$ cat config.mk
export PLATFORM = sky130hd
export DESIGN_NAME = enc_in_window
export DESIGN_NICKNAME = d
export VERILOG_FILES = /design/src/rtl/enc_in_window.sv
export SDC_FILE = /design/constraint.sdc
export NUM_CORES = 1
export LEC_CHECK = 0
export ABC_CLOCK_PERIOD_IN_PS = 7600
export CORE_ASPECT_RATIO = 1.4
export CORE_MARGIN = 2
export CORE_UTILIZATION = 49
export CTS_CLUSTER_DIAMETER = 30
export DETAILED_ROUTE_END_ITERATION = 10
export GPL_TIMING_DRIVEN = 1
export PLACE_DENSITY = 0.81
export SLEW_MARGIN = 40
export SYNTH_ARGS = -nofsm -noshare
export SYNTH_HDL_FRONTEND = slang
export SYNTH_SLANG_ARGS = --single-unit
$ cat constraint.sdc
create_clock -name clk -period 7.6 [get_ports clk]
set_clock_uncertainty 0.15 [all_clocks]
set_input_delay 1.52 -clock clk [delete_from_list [all_inputs] [get_ports clk]]
set_output_delay 1.52 -clock clk [all_outputs]
set_load 0.005 [all_outputs]
$ cat src/rtl/enc_in_window.sv
`default_nettype none
// ============================================================================
// Module      : enc_in_window
// Description : Sliding-window sample framer for an ECG encoder; optional
//               baseline removal when WINDOW_BASELINE_EN is defined.
// Revision    : 1.0 - initial release
// ============================================================================
module enc_in_window #(
  parameter int BITSIZE  = 16,
  parameter int N        = 10,
  parameter int STRIDE   = 5,
  parameter int BL_SHIFT = 6
) (
  input  logic                   clk,
  input  logic                   reset,
  input  logic                   clear,
  input  logic                   s_valid,
  output logic                   s_ready,
  input  logic [BITSIZE-1:0]     s_data,
  output logic                   m_valid,
  input  logic                   m_ready,
  output logic [BITSIZE*N-1:0]   m_data,
  output logic [15:0]            frame_cnt
);

  localparam int CNT_W = (N > 1) ? $clog2(N) : 1;
  localparam logic [CNT_W-1:0] FILL_LAST  = CNT_W'(N - 1);
  localparam logic [CNT_W-1:0] SLIDE_LAST = CNT_W'(STRIDE - 1);

  typedef enum logic [1:0] {
    FILL  = 2'd0,
    HOLD  = 2'd1,
    SLIDE = 2'd2
  } state_t;

  state_t                    state_q, state_d;
  logic [CNT_W-1:0]          cnt_q, cnt_d;
  logic [N-1:0][BITSIZE-1:0] win_q, win_d;
  logic [15:0]               frame_cnt_q, frame_cnt_d;
  logic [BITSIZE-1:0]        sample_w;
  logic                      s_xfer;
  logic                      m_xfer;

  if (N < 1 || STRIDE < 1 || STRIDE > N || BL_SHIFT < 0) begin : g_cfg_check
    $error("enc_in_window: illegal parameter combination");
  end

  // Handshake flags depend on state only, so no combinational ready/valid loop.
  assign s_ready   = (state_q != HOLD);
  assign m_valid   = (state_q == HOLD);
  assign s_xfer    = s_valid && s_ready;
  assign m_xfer    = m_valid && m_ready;
  assign m_data    = win_q;
  assign frame_cnt = frame_cnt_q;

`ifdef WINDOW_BASELINE_EN
  logic signed [BITSIZE-1:0] baseline_q, baseline_d;
  logic signed [BITSIZE:0]   diff;

  always_comb begin
    diff       = {s_data[BITSIZE-1], s_data} - {baseline_q[BITSIZE-1], baseline_q};
    baseline_d = baseline_q;
    if (diff[BITSIZE] != diff[BITSIZE-1]) begin
      sample_w = diff[BITSIZE] ? {1'b1, {(BITSIZE-1){1'b0}}}
                               : {1'b0, {(BITSIZE-1){1'b1}}};
    end else begin
      sample_w = diff[BITSIZE-1:0];
    end
    // Baseline tracks only samples that are actually stored.
    if (s_xfer && !clear) begin
      baseline_d = baseline_q + BITSIZE'(diff >>> BL_SHIFT);
    end
  end

  always_ff @(posedge clk or posedge reset) begin
    if (reset) begin
      baseline_q <= '0;
    end else begin
      baseline_q <= baseline_d;
    end
  end
`else
  assign sample_w = s_data;
`endif

  always_comb begin
    state_d     = state_q;
    cnt_d       = cnt_q;
    win_d       = win_q;
    frame_cnt_d = frame_cnt_q;

    if (s_xfer) begin
      for (int k = 0; k < N - 1; k++) begin
        win_d[k] = win_q[k+1];
      end
      win_d[N-1] = sample_w;
      cnt_d      = cnt_q + CNT_W'(1);
    end

    case (state_q)
      FILL: begin
        if (s_xfer && (cnt_q == FILL_LAST)) begin
          state_d = HOLD;
          cnt_d   = '0;
        end
      end
      SLIDE: begin
        if (s_xfer && (cnt_q == SLIDE_LAST)) begin
          state_d = HOLD;
          cnt_d   = '0;
        end
      end
      HOLD: begin
        if (m_xfer) begin
          frame_cnt_d = frame_cnt_q + 16'd1;
          state_d     = SLIDE;
        end
      end
      default: begin
        state_d = FILL;
        cnt_d   = '0;
      end
    endcase

    // Restart wins over any transfer in the same cycle; window data is kept.
    if (clear) begin
      state_d     = FILL;
      cnt_d       = '0;
      win_d       = win_q;
      frame_cnt_d = frame_cnt_q;
    end
  end

  always_ff @(posedge clk or posedge reset) begin
    if (reset) begin
      state_q     <= FILL;
      cnt_q       <= '0;
      win_q       <= '0;
      frame_cnt_q <= '0;
    end else begin
      state_q     <= state_d;
      cnt_q       <= cnt_d;
      win_q       <= win_d;
      frame_cnt_q <= frame_cnt_d;
    end
  end

endmodule
`default_nettype wire

# Word-level counts from Yosys, hierarchy flattened
# Cells that the tools add are included.
[word_totals] reg_bits=182 input_bits=21 out_inout_bits=178 word_cells=42
[classes] n_addsub=2 n_eq_ne=8 muxes=10 bitwise_logic=1 n_reduce_logical=8
[ops] operator="$add A16 B1 Y16 const B" count=1
[ops] operator="$mux W4" count=4
[ops] operator="$pmux W4 S3" count=1
[ops] operator="$mux W2" count=4
[ops] operator="$ne A3 B3 Y1 const B" count=2
[ops] operator="$pmux W2 S3" count=1
[ops] operator="$reduce_and A3 Y1" count=2
[ops] operator="$add A4 B1 Y4 const B" count=1
[ops] operator="$eq A4 B3 Y1 const B" count=1
[ops] operator="$eq A4 B4 Y1 const B" count=1
[ops] operator="$logic_and A1 B1 Y1" count=4
[ops] operator="$ne A3 B2 Y1 const B" count=1
[ops] operator="$eq A2 B1 Y1 const B" count=1
[ops] operator="$eq A2 B2 Y1 const B" count=1
[ops] operator="$logic_not A2 Y1" count=1
[ops] operator="$ne A2 B1 Y1 const B" count=1
[ops] operator="$reduce_and A2 Y1" count=1
[ops] operator="$not A1 Y1" count=1

# Logic depth before layout (Yosys ltp)
# Gate-level depths: netlist of the first run.
[depth] depth_word=6 ltp_mapped=7 mapped_depth_nobuf=6

# Worst setup path before layout of the first run
# OpenSTA, ideal clock, no wires.
[synth_path] kind="input -> register" from="in s_valid" to="reg win_q, in the netlist m_data[120]" setup_time_ns=0.128 arrival_time_ns=2.359 required_time_ns=7.322 path_slack_ns=4.963 stages=5 path_buffers=2 path_cell_list="nand2_2 nor2_4 buf_8 buf_8 mux2_1"
[synth_via] elab_chain_cells=2
[synth_rtl] item="from (decl)" line="17" text="input logic s_valid,"
[synth_rtl] item="$logic_and A1 B1 Y1" line="51" text="assign s_xfer = s_valid && s_ready;"
[synth_rtl] item="$reduce_and A2 Y1 (no source line)"
[synth_rtl] item="to (signal assigned)" line="143" text="win_q <= win_d;"
[synth_rtl] item="to (decl)" line="38" text="logic [N-1:0][BITSIZE-1:0] win_q, win_d;"
# No other way between the ends.
# A chain may end at the register's enable or synchronous reset.

# Worst setup path after layout of the first run
[layout_path] from="in s_valid" to="reg win_q, in the netlist m_data[6]"
# Same word-level chain as after synthesis.

==> results of run 1 <==
## state kept, by name, summed over array words and instances (netlist names)
signal / cells
m_data: 160
state_q: 2
cnt_q: 4
frame_cnt: 16
## worst reg2reg max path, stage by stage (launching register included)
cell and delay, ns:
dfrtp_1 0.44, nand2b_1 0.31, nand2_2 0.13, nor2_4 0.33, buf_16 0.22, buf_12 0.38
buf_16 0.44, mux2_2 0.43
## cell type report
cell class | count | area [um^2] | share of cell area
clock buffer | 17 | 425.4 | 0.04176
clock inverter | 15 | 207.7 | 0.02039
tap | 192 | 240.2 | 0.02358
multi-input combinational | 238 | 2658 | 0.2609
inverter | 7 | 33.78 | 0.003316
sequential | 182 | 4554 | 0.4471
timing repair buffer | 202 | 2068 | 0.2030
## logic make-up (layout without fill, tap and decap cells)
| logic type | Yosys count | in the layout |
|---|---|---|
| xor gates and xnor gates | 17 | 17 |
| muxes | 160 | 160 |
| DFF | 182 | 182 |
| and+or+nand+nor | 49 | 49 |
| AOI/OAI and AO/OA | 8 | 8 |
| buffers and inverters | 26 | 241 |
| adders and majority gates | 4 | 4 |
## cell usage in the layout (no fill, tap or decap), types with 3 or more instances in the layout
cell | netlist | routed
dfrtp_1 | 182 | 182
xnor2_1 | 15 | 15
ha_1 | 4 | 4
nor2_1 | 10 | 10
clkdlybuf4s50_1 | 0 | 198
clkbuf_16 | 0 | 17
clkinv_8 | 0 | 4
inv_8 | 0 | 3
and3_1 | 3 | 3
a21oi_1 | 3 | 3
nand4_1 | 8 | 8
mux2_1 | 10 | 10
inv_1 | 7 | 6
nand3_1 | 8 | 8
mux2_4 | 90 | 90
inv_6 | 0 | 5
mux2_2 | 60 | 60
nand2_1 | 10 | 10
## per-layer routing
metal,part of all wire,global-route usage,wire length [um],vias to the layer above
li1,-,-,-,1975
met1,0.43,0.2575,6510,2197
met2,0.50,0.3192,7581,146
met3,0.056,0.04355,851,12
met4,0.012,0.05256,174,0
met5,0,0,0,-
## metrics by stage
stage / total power, mW / hold WS (ns) / worst slack [ns] / instance area, um^2 / cells
floorplan: 2.087 / 0.3183 / 0.9863 / 7445 / 446
global placement: 2.899 / 0.3174 / 3.272 / 9493 / 819
detailed placement: 2.964 / 0.3241 / 3.177 / 9499 / 819
CTS: 3.894 / 0.3411 / 3.620 / 10130 / 851
global route: 4.057 / 0.3646 / 3.576 / 10190 / 853
finish: 3.848 / 0.3317 / 3.669 / 10190 / 853
## worst paths after layout
path	startpoint	to	slack, ns	cells past startpoint
max in group asynchronous	reset	m_data[48]	4.76	3
worst max-delay path	s_valid	m_data[6]	3.67	7
min in group asynchronous	reset	m_data[151]	1.44	2
worst min register to register	frame_cnt[15]	frame_cnt[15]	0.33	1
worst max register to register	state_q[1]	m_data[6]	4.66	7
worst min-delay path	frame_cnt[15]	frame_cnt[15]	0.33	1
## power groups by stage
| stage | logic, mW | clock network [mW] | registers (mW) |
|---|---|---|---|
| floorplan | 0.489 | 0 | 1.60 |
| global placement | 1.28 | 0 | 1.61 |
| detailed placement | 1.32 | 0 | 1.64 |
| CTS | 1.33 | 0.936 | 1.63 |
| global route | 1.39 | 0.982 | 1.68 |
| finish | 1.31 | 0.913 | 1.63 |
==> results.toml, run 1 <==
[synthesis]
synth_xor_area_frac = 0.02000
yosysMostFrequentCell = "dfrtp_1"
synth-compound-area-share = 0.007227
fraction_of_the_mapped_netlist_area_in_adder_cells = 0.006723
largest_family_of_logic_cells_by_synthesized_area = "multiplexers"
synth_top_area_frac = 0.6118
syn_area_per_cell_um2 = 16.69
synth.yosys.seq_area_share = 0.6118
syn-num-nets = 471
synthesis.instances = 446
netlist-cell-type-count = 33
yosys-top-cells-area = "dfrtp_1, mux2_4, mux2_2"
total_of_warnings_raised_by_yosys = 0
synthMuxAreaShare = 0.2874
synth-main-ff-cell = "dfrtp_1"
synth.ff_latch_count = 182
synth.cells.most_frequent = "dfrtp_1, mux2_4, mux2_2"
synthDominantAreaCellType = "dfrtp_1"
share_of_synthesized_registers_carrying_an_async_set_or_reset = 1.000
synthSimpleGateAreaFrac = 0.03563
netlist_area_um2 = 7445
synth-edff-count = 0

[power_and_ir_drop]
power.share.clock = 0.237
ir_drop_v = 0.0001954
power_switching_mw = 1.041
power.static_leakage_nw = 4.483
power.density_cell_area_nw_per_um2 = 377.7
swShare = 0.2706
cellInternalPower_mw = 2.807
comb_pwr_share = 0.340
pwr-share-seq = 0.422

[critical_path]
crit_path_cell_trace = "clkdlybuf4s50_1, nand2_2, nor2_4, buf_16, buf_12, buf_16, mux2_2"
cp-start-kind = "primary input"
worst_ep_required_time_ns = 7.75
critical_path_class = "primary input to flop"
critical_path.n_buffers_inverters = 4
cp_slowest_stage_delay_ns = 0.63
endpoint_kind = "flop"
worst_ep_arrival_time_ns = 4.08
crit_path_max_fanout = 74
crit_top_cell = "buf_16"
crit_path_top_delay_cell = "clkdlybuf4s50_1"
crit_family = "buffers and inverters"

[cells_and_area]
n_fill_cell = 1036
finalNetCount = 673
final_core_utilization = 0.6828
syn_to_final_growth_pct = 36.84
antenna_cells_inserted = 0
post_route_cells_drive_above_1_share = 0.2874

[global_route]
total_gr_overflow = 0
gr-usage-all-layers = 0.1932
grt_pass1_wl_um = 24540
grt_pass1_vias = 4590
antenna_found_initial = 0
grt_max_degree = 134

[flow_run]
max_cap_violations = 0

[drt]
first_pass_iters = 4
via_per_inst = 5.076
detailedRoute.firstIterationViolations = 177
vias = 4330
post-route-drc-count = 0
drt.antenna.violating_nets = 0
detail_route.wirelength_um = 15120
routedWlPerCell_um = 17.72

[status]
outcome = "finished, final reports clean"

[clocking]
clock_h_tree_levels = 4
holdBufCountCts = 0
numCtsBuffers = 17
clk-insertion-delay-late_ns = 0.41
cts.clk_slew.worst_paths_ns = 0.08
cts-root-buf = "clkbuf_16"
clkSinkCount = 182
tritoncts = "yes"
cts_repair_resize_count = 0
cts_setup_buffers = 0
max-clock-path-buffers = 2

[placement]
dp_hpwl_um = 10440
buffer_ports.inserted = 198
gp_routability_congestion = 0.7313

[floorplan]
core-area_um2 = 14920
floorplan.die.width_um = 108.2
dieArea_um2 = 16210
num_rows = 53
fp.dieH_um = 149.8
boundaryPins = 199
starting_density = 0.4990

[sta]
finalCritPeriodShare = 0.5173
timing.setup.tns_ns = 0
timing.final.hold_violations = 0
maximum_clock_frequency_mhz = 254.4
unrepaired_setup_endpoints_after_global_routing = "false"
max_slew_margin = 0.4990
period_needed_ns = 3.931
max_slew.worst_pin.slew_ns = 0.7516
drv_slew = 0
report.final.setup_viol = 0

[worst_hold_path]
hp-class = "flop to flop"
Power figures use the tool's default switching activity.
==> run 2: changes to the inputs <==
--- a/config.mk
+++ b/config.mk
@@ -5,14 +5,14 @@
 export SDC_FILE = /design/constraint.sdc
 export NUM_CORES = 1
 export LEC_CHECK = 0
-export ABC_CLOCK_PERIOD_IN_PS = 7600
+export ABC_CLOCK_PERIOD_IN_PS = 3450
 export CORE_ASPECT_RATIO = 1.4
 export CORE_MARGIN = 2
-export CORE_UTILIZATION = 49
+export CORE_UTILIZATION = 44
 export CTS_CLUSTER_DIAMETER = 30
 export DETAILED_ROUTE_END_ITERATION = 10
 export GPL_TIMING_DRIVEN = 1
-export PLACE_DENSITY = 0.81
+export PLACE_DENSITY = 0.77
 export SLEW_MARGIN = 40
 export SYNTH_ARGS = -nofsm -noshare
 export SYNTH_HDL_FRONTEND = slang
==> constraint.sdc (replaced) <==
create_clock -name clk -period 3.45 [get_ports clk]
set_clock_uncertainty 0.15 [all_clocks]
set_input_delay 0.69 -clock clk [delete_from_list [all_inputs] [get_ports clk]]
set_output_delay 0.69 -clock clk [all_outputs]
set_load 0.005 [all_outputs]
==> results.toml, run 2 (synthesized netlist as in run 1, its figures left out) <==
[cells_and_area]
antenna_cells_inserted = 0
seq_area_um2 = 4554
commonest_cells_after_routing_fill_and_taps_aside = "clkdlybuf4s50_1, dfrtp_1, mux2_4"
largest_register_ff_count = 160
n_fill_cell = 1270
layout.cells.most_common = "clkdlybuf4s50_1"
syn_to_final_growth_pct = 37.23
stdcell_area_um2 = 10220
multi_input_gate_area_um2 = 2658
finalNetCount = 680
post_route_cells_drive_above_1_share = 0.2949

[floorplan]
num_rows = 56
floorplan.die.width_um = 113.9
starting_density = 0.4464
core-area_um2 = 16680
boundaryPins = 199
dieArea_um2 = 17990
fp.dieH_um = 157.9

[clocking]
clock_h_tree_levels = 4
clk-insertion-delay-late_ns = 0.42
clkSinkCount = 182
holdBufCountCts = 0
max-clock-path-buffers = 2
numCtsBuffers = 17
cts-root-buf = "clkbuf_16"
cts_repair_resize_count = 0
cts.clk_slew.worst_paths_ns = 0.06
tritoncts = "yes"
cts_setup_buffers = 0

[drt]
drt.antenna.violating_nets = 0
first_pass_iters = 4
detailedRoute.firstIterationViolations = 192
via_per_inst = 4.958
routedWlPerCell_um = 17.79
detail_route.wirelength_um = 15490
vias = 4318
post-route-drc-count = 0

[sta]
finalCritPeriodShare = 0.7602
max_slew.worst_pin.slew_ns = 0.6449
drv_slew = 0
report.final.setup_viol = 0
timing.setup.tns_ns = 0
max_slew_margin = 0.5690
finalWorstSetupSlack_ns = 0.8272
unrepaired_setup_endpoints_after_global_routing = "false"
maximum_clock_frequency_mhz = 381.3
fin_worst_hold_slack_ns = 0.3404
timing.final.hold_violations = 0
period_needed_ns = 2.623

[critical_path]
endpoint_kind = "primary output"
worst_ep_required_time_ns = 2.61
crit_family = "buffers and inverters"
critical_path.n_buffers_inverters = 2
r2r_start = "state_q[1]"
cp_slowest_stage_delay_ns = 0.50
worst_ep_arrival_time_ns = 1.78
crit_start = "state_q[1]"
critical_path_class = "flop to primary output"
crit_path_max_fanout = 7
cp-start-kind = "flop"
crit_path_cell_trace = "nand2b_1, inv_1, clkdlybuf4s50_1"
crit_path_top_delay_cell = "clkdlybuf4s50_1"

[placement]
buffer_ports.inserted = 198
placed_cell_area_um2 = 9661
dp_slack_ns = 0.5642
dp_hpwl_um = 11080
gp_routability_congestion = 0.8122

[worst_hold_path]
hold_path.startpoint = "frame_cnt[15]"
hp-class = "flop to flop"

[global_route]
grt_max_degree = 105
gr-usage-all-layers = 0.1786
grt_pass1_wl_um = 24830
total_gr_overflow = 0
antenna_found_initial = 0
grt_pass1_vias = 4647

[status]
outcome = "finished, final reports clean"

[power_and_ir_drop]
ir_drop_v = 0.0003949
power.static_leakage_nw = 4.491
power.density_cell_area_nw_per_um2 = 815.2
power.total_mw = 8.328

[flow_run]
max_cap_violations = 0
run 2: cell types whose count changed in the layout (fill, tap and decap cells not counted):
cell,change
buf_12,+7
buf_16,-2
buf_4,+3
buf_6,-1
bufinv_16,-1
clkinv_2,+5
clkinv_4,+2
clkinv_8,-4
clkinvlp_4,+3
inv_6,-2
inv_8,-3
run 2: path summary, 6_finish.rpt:
kind                            endpoint  slack (ns)  depth (start not counted)
setup / recovery                 m_valid        0.83                          3
hold / removal             frame_cnt[15]        0.34                          1
setup reg to reg             m_data[154]        1.11                          5
hold reg to reg            frame_cnt[15]        0.34                          1
max in group asynchronous    m_data[110]        2.06                          3
min in group asynchronous      m_data[2]        0.60                          3
run 2: routing by layer:
layer / vias to the layer above / routed length, um / track usage
met2: 148 / 7438 / 0.2823
met4: 0 / 327 / 0.06852
li1: 1991 / - / -
met1: 2159 / 6402 / 0.2164
met3: 20 / 1325 / 0.07772
met5: - / 0 / 0
run 2: power by group:
| part | leakage [nW] | switching (mW) | internal [mW] |
|---|---|---|---|
| registers | 2.24 | 0.652 | 2.92 |
| logic | 1.98 | 0.775 | 2.16 |
| clock network | 0.270 | 0.824 | 0.996 |
| total | 4.49 | 2.25 | 6.08 |
run 2: cell type report:
class                      count  area share
clock inverter                15     0.01274
multi-input combinational    238      0.2601
tap                          203     0.02486
sequential                   182      0.4458
timing repair buffer         209      0.2119
inverter                       7    0.002939
clock buffer                  17     0.04164
run 2: worst reg2reg max path, delay by kind of cell, from the launching register on:
family | cells | cell delay, ns
AND/OR/NAND/NOR | 3 | 0.95
flip-flops | 1 | 0.46
multiplexers | 1 | 0.35
buffers and inverters | 1 | 0.33
run 2: through the flow:
step / util / cells
after CTS: 0.6126 / 871
after global routing: 0.6126 / 871
final: 0.6126 / 871
after detailed placement: 0.5793 / 839
after floorplan: - / 446
after global placement: 0.5793 / 839
==> run 3: changes to the inputs <==
--- a/config.mk
+++ b/config.mk
@@ -5,7 +5,7 @@
 export SDC_FILE = /design/constraint.sdc
 export NUM_CORES = 1
 export LEC_CHECK = 0
-export ABC_CLOCK_PERIOD_IN_PS = 3450
+export ABC_CLOCK_PERIOD_IN_PS = 2300
 export CORE_ASPECT_RATIO = 1.4
 export CORE_MARGIN = 2
 export CORE_UTILIZATION = 44
==> constraint.sdc (replaced) <==
create_clock -name clk -period 2.3 [get_ports clk]
set_clock_uncertainty 0.15 [all_clocks]
set_input_delay 0.46 -clock clk [delete_from_list [all_inputs] [get_ports clk]]
set_output_delay 0.46 -clock clk [all_outputs]
set_load 0.005 [all_outputs]
==> results.toml, run 3 (synthesized netlist as in run 1, its figures left out) <==
[cells_and_area]
syn_to_final_growth_pct = 38.98
largest_register_ff_count = 160
commonest_cells_after_routing_fill_and_taps_aside = "clkdlybuf4s50_1, dfrtp_1, mux2_4"
final_cells = 878
antenna_cells_inserted = 0
stdcell_area_um2 = 10350
finalNetCount = 690
n_fill_cell = 1274
post_route_cells_drive_above_1_share = 0.3067
layout.cells.most_common = "clkdlybuf4s50_1"

[critical_path]
worst-path-stages = 2
crit_path_max_fanout = 8
cp-start-kind = "flop"
worst-r2r-cell-count = 6
worst_ep_required_time_ns = 1.69
critical_path_class = "flop to primary output"
crit_family = "buffers and inverters"
worst_ep_arrival_time_ns = 1.54
crit_path_top_delay_cell = "clkdlybuf4s50_1"
endpoint_kind = "primary output"
crit_path_cell_trace = "nand2b_4, clkdlybuf4s50_1"
cp_slowest_stage_delay_ns = 0.51
critical_path.n_buffers_inverters = 1

[clocking]
holdBufCountCts = 0
clk-insertion-delay-late_ns = 0.42
numCtsBuffers = 17
clock_h_tree_levels = 4
cts-root-buf = "clkbuf_16"
clkSinkCount = 182
tritoncts = "yes"
max-clock-path-buffers = 2
cts.clk_slew.worst_paths_ns = 0.07

[sta]
max_slew_margin = 0.7436
max_slew.worst_pin.slew_ns = 0.3846
unrepaired_setup_endpoints_after_global_routing = "false"
finalCritPeriodShare = 0.9351
period_needed_ns = 2.151
maximum_clock_frequency_mhz = 465.0
timing.final.hold_violations = 0
report.final.setup_viol = 0
drv_slew = 0

[global_route]
total_gr_overflow = 0
grt_max_degree = 73
gr-usage-all-layers = 0.1819
grt_pass1_vias = 4800
grt_pass1_wl_um = 25400
antenna_found_initial = 0

[drt]
routed_met2_length_um = 7663
drt-met1-wl_um = 6615
drt.antenna.violating_nets = 0
routedWlPerCell_um = 18.04
detailedRoute.firstIterationViolations = 164
first_pass_iters = 4
detail_route.wirelength_um = 15840
maxUsedRoutingLayer = "met4"
routed-wl-met3_um = 1255
via_per_inst = 5.067
post-route-drc-count = 0
vias = 4449

[floorplan]
fp.dieH_um = 157.9
boundaryPins = 199
starting_density = 0.4464
dieArea_um2 = 17990
num_rows = 56
core-area_um2 = 16680
floorplan.die.width_um = 113.9

[placement]
buffer_ports.inserted = 198
dpl.cell_count = 848
gp_routability_congestion = 0.8349
dp_hpwl_um = 11330
placed_cell_area_um2 = 9766

[power_and_ir_drop]
power.density_cell_area_nw_per_um2 = 1214
ir_drop_v = 0.0006611
power.static_leakage_nw = 4.573

[worst_hold_path]
hp-class = "primary input to asynchronous set/reset pin"

[flow_run]
max_cap_violations = 0

[status]
outcome = "finished, final reports clean"
[run 3: repair_timing]
action	CTS	global route
resized for setup	2	3
pin swaps	0	0
setup buffers	0	1
gates cloned	0	0
setup endpoints to repair	2	1
[run 3: metrics by stage]
stage	setup TNS, ns	worst slack [ns]	util	total power, mW	hold WS, ns
floorplan	-117.67	-0.6466	-	6.898	0.3183
global route	0	0.07751	0.6204	13.25	0.1880
finish	0	0.1493	0.6204	12.56	0.1927
global placement	0	0.06995	0.5856	9.716	0.3164
CTS	0	0.001986	0.6197	12.73	0.1775
detailed placement	0	0.05342	0.5856	9.892	0.3167
[run 3: layout make-up]
| class | instances | area (um^2) | share of cell area |
|---|---|---|---|
| flip-flops and latches | 182 | 4557 | 0.4404 |
| multi-input cells | 238 | 2665 | 0.2576 |
| repair buffers | 219 | 2280 | 0.2203 |
| clock buffers | 19 | 452.9 | 0.04378 |
| well taps | 203 | 254.0 | 0.02455 |
| clock inverters | 10 | 107.6 | 0.01040 |
| inverters | 7 | 30.03 | 0.002902 |
[run 3: worst register-to-register path: cells and delay by family (launching register included)]
kind | cells | cell delay, ns
flops | 1 | 0.41
compound gates | 3 | 0.77
fa+ha+maj | 1 | 0.21
buf+inv | 1 | 0.08
simple gates | 1 | 0.19
[run 3: path summary, 6_finish.rpt]
kind | startpoint | endpoint | slack, ns
max | state_q[0] | s_ready | 0.15
min | reset | m_data[2] | 0.19
max reg2reg | cnt_q[0] | cnt_q[1] | 0.41
min reg2reg | frame_cnt[15] | frame_cnt[15] | 0.33
max in group asynchronous | reset | state_q[0] | 1.16
min in group clk | frame_cnt[15] | frame_cnt[15] | 0.33
[run 3: where the power goes]
part,total [mW],switching [mW],internal [mW]
sequential,5.37,0.994,4.38
clock,2.79,1.16,1.63
combinational,4.39,1.13,3.26
[run 3: metal layers]
metal | vias up | GRT usage
met1 | 2271 | 0.2273
met4 | 0 | 0.06504
li1 | 1999 | -
met3 | 22 | 0.07312
met2 | 157 | 0.2866
met5 | - | 0
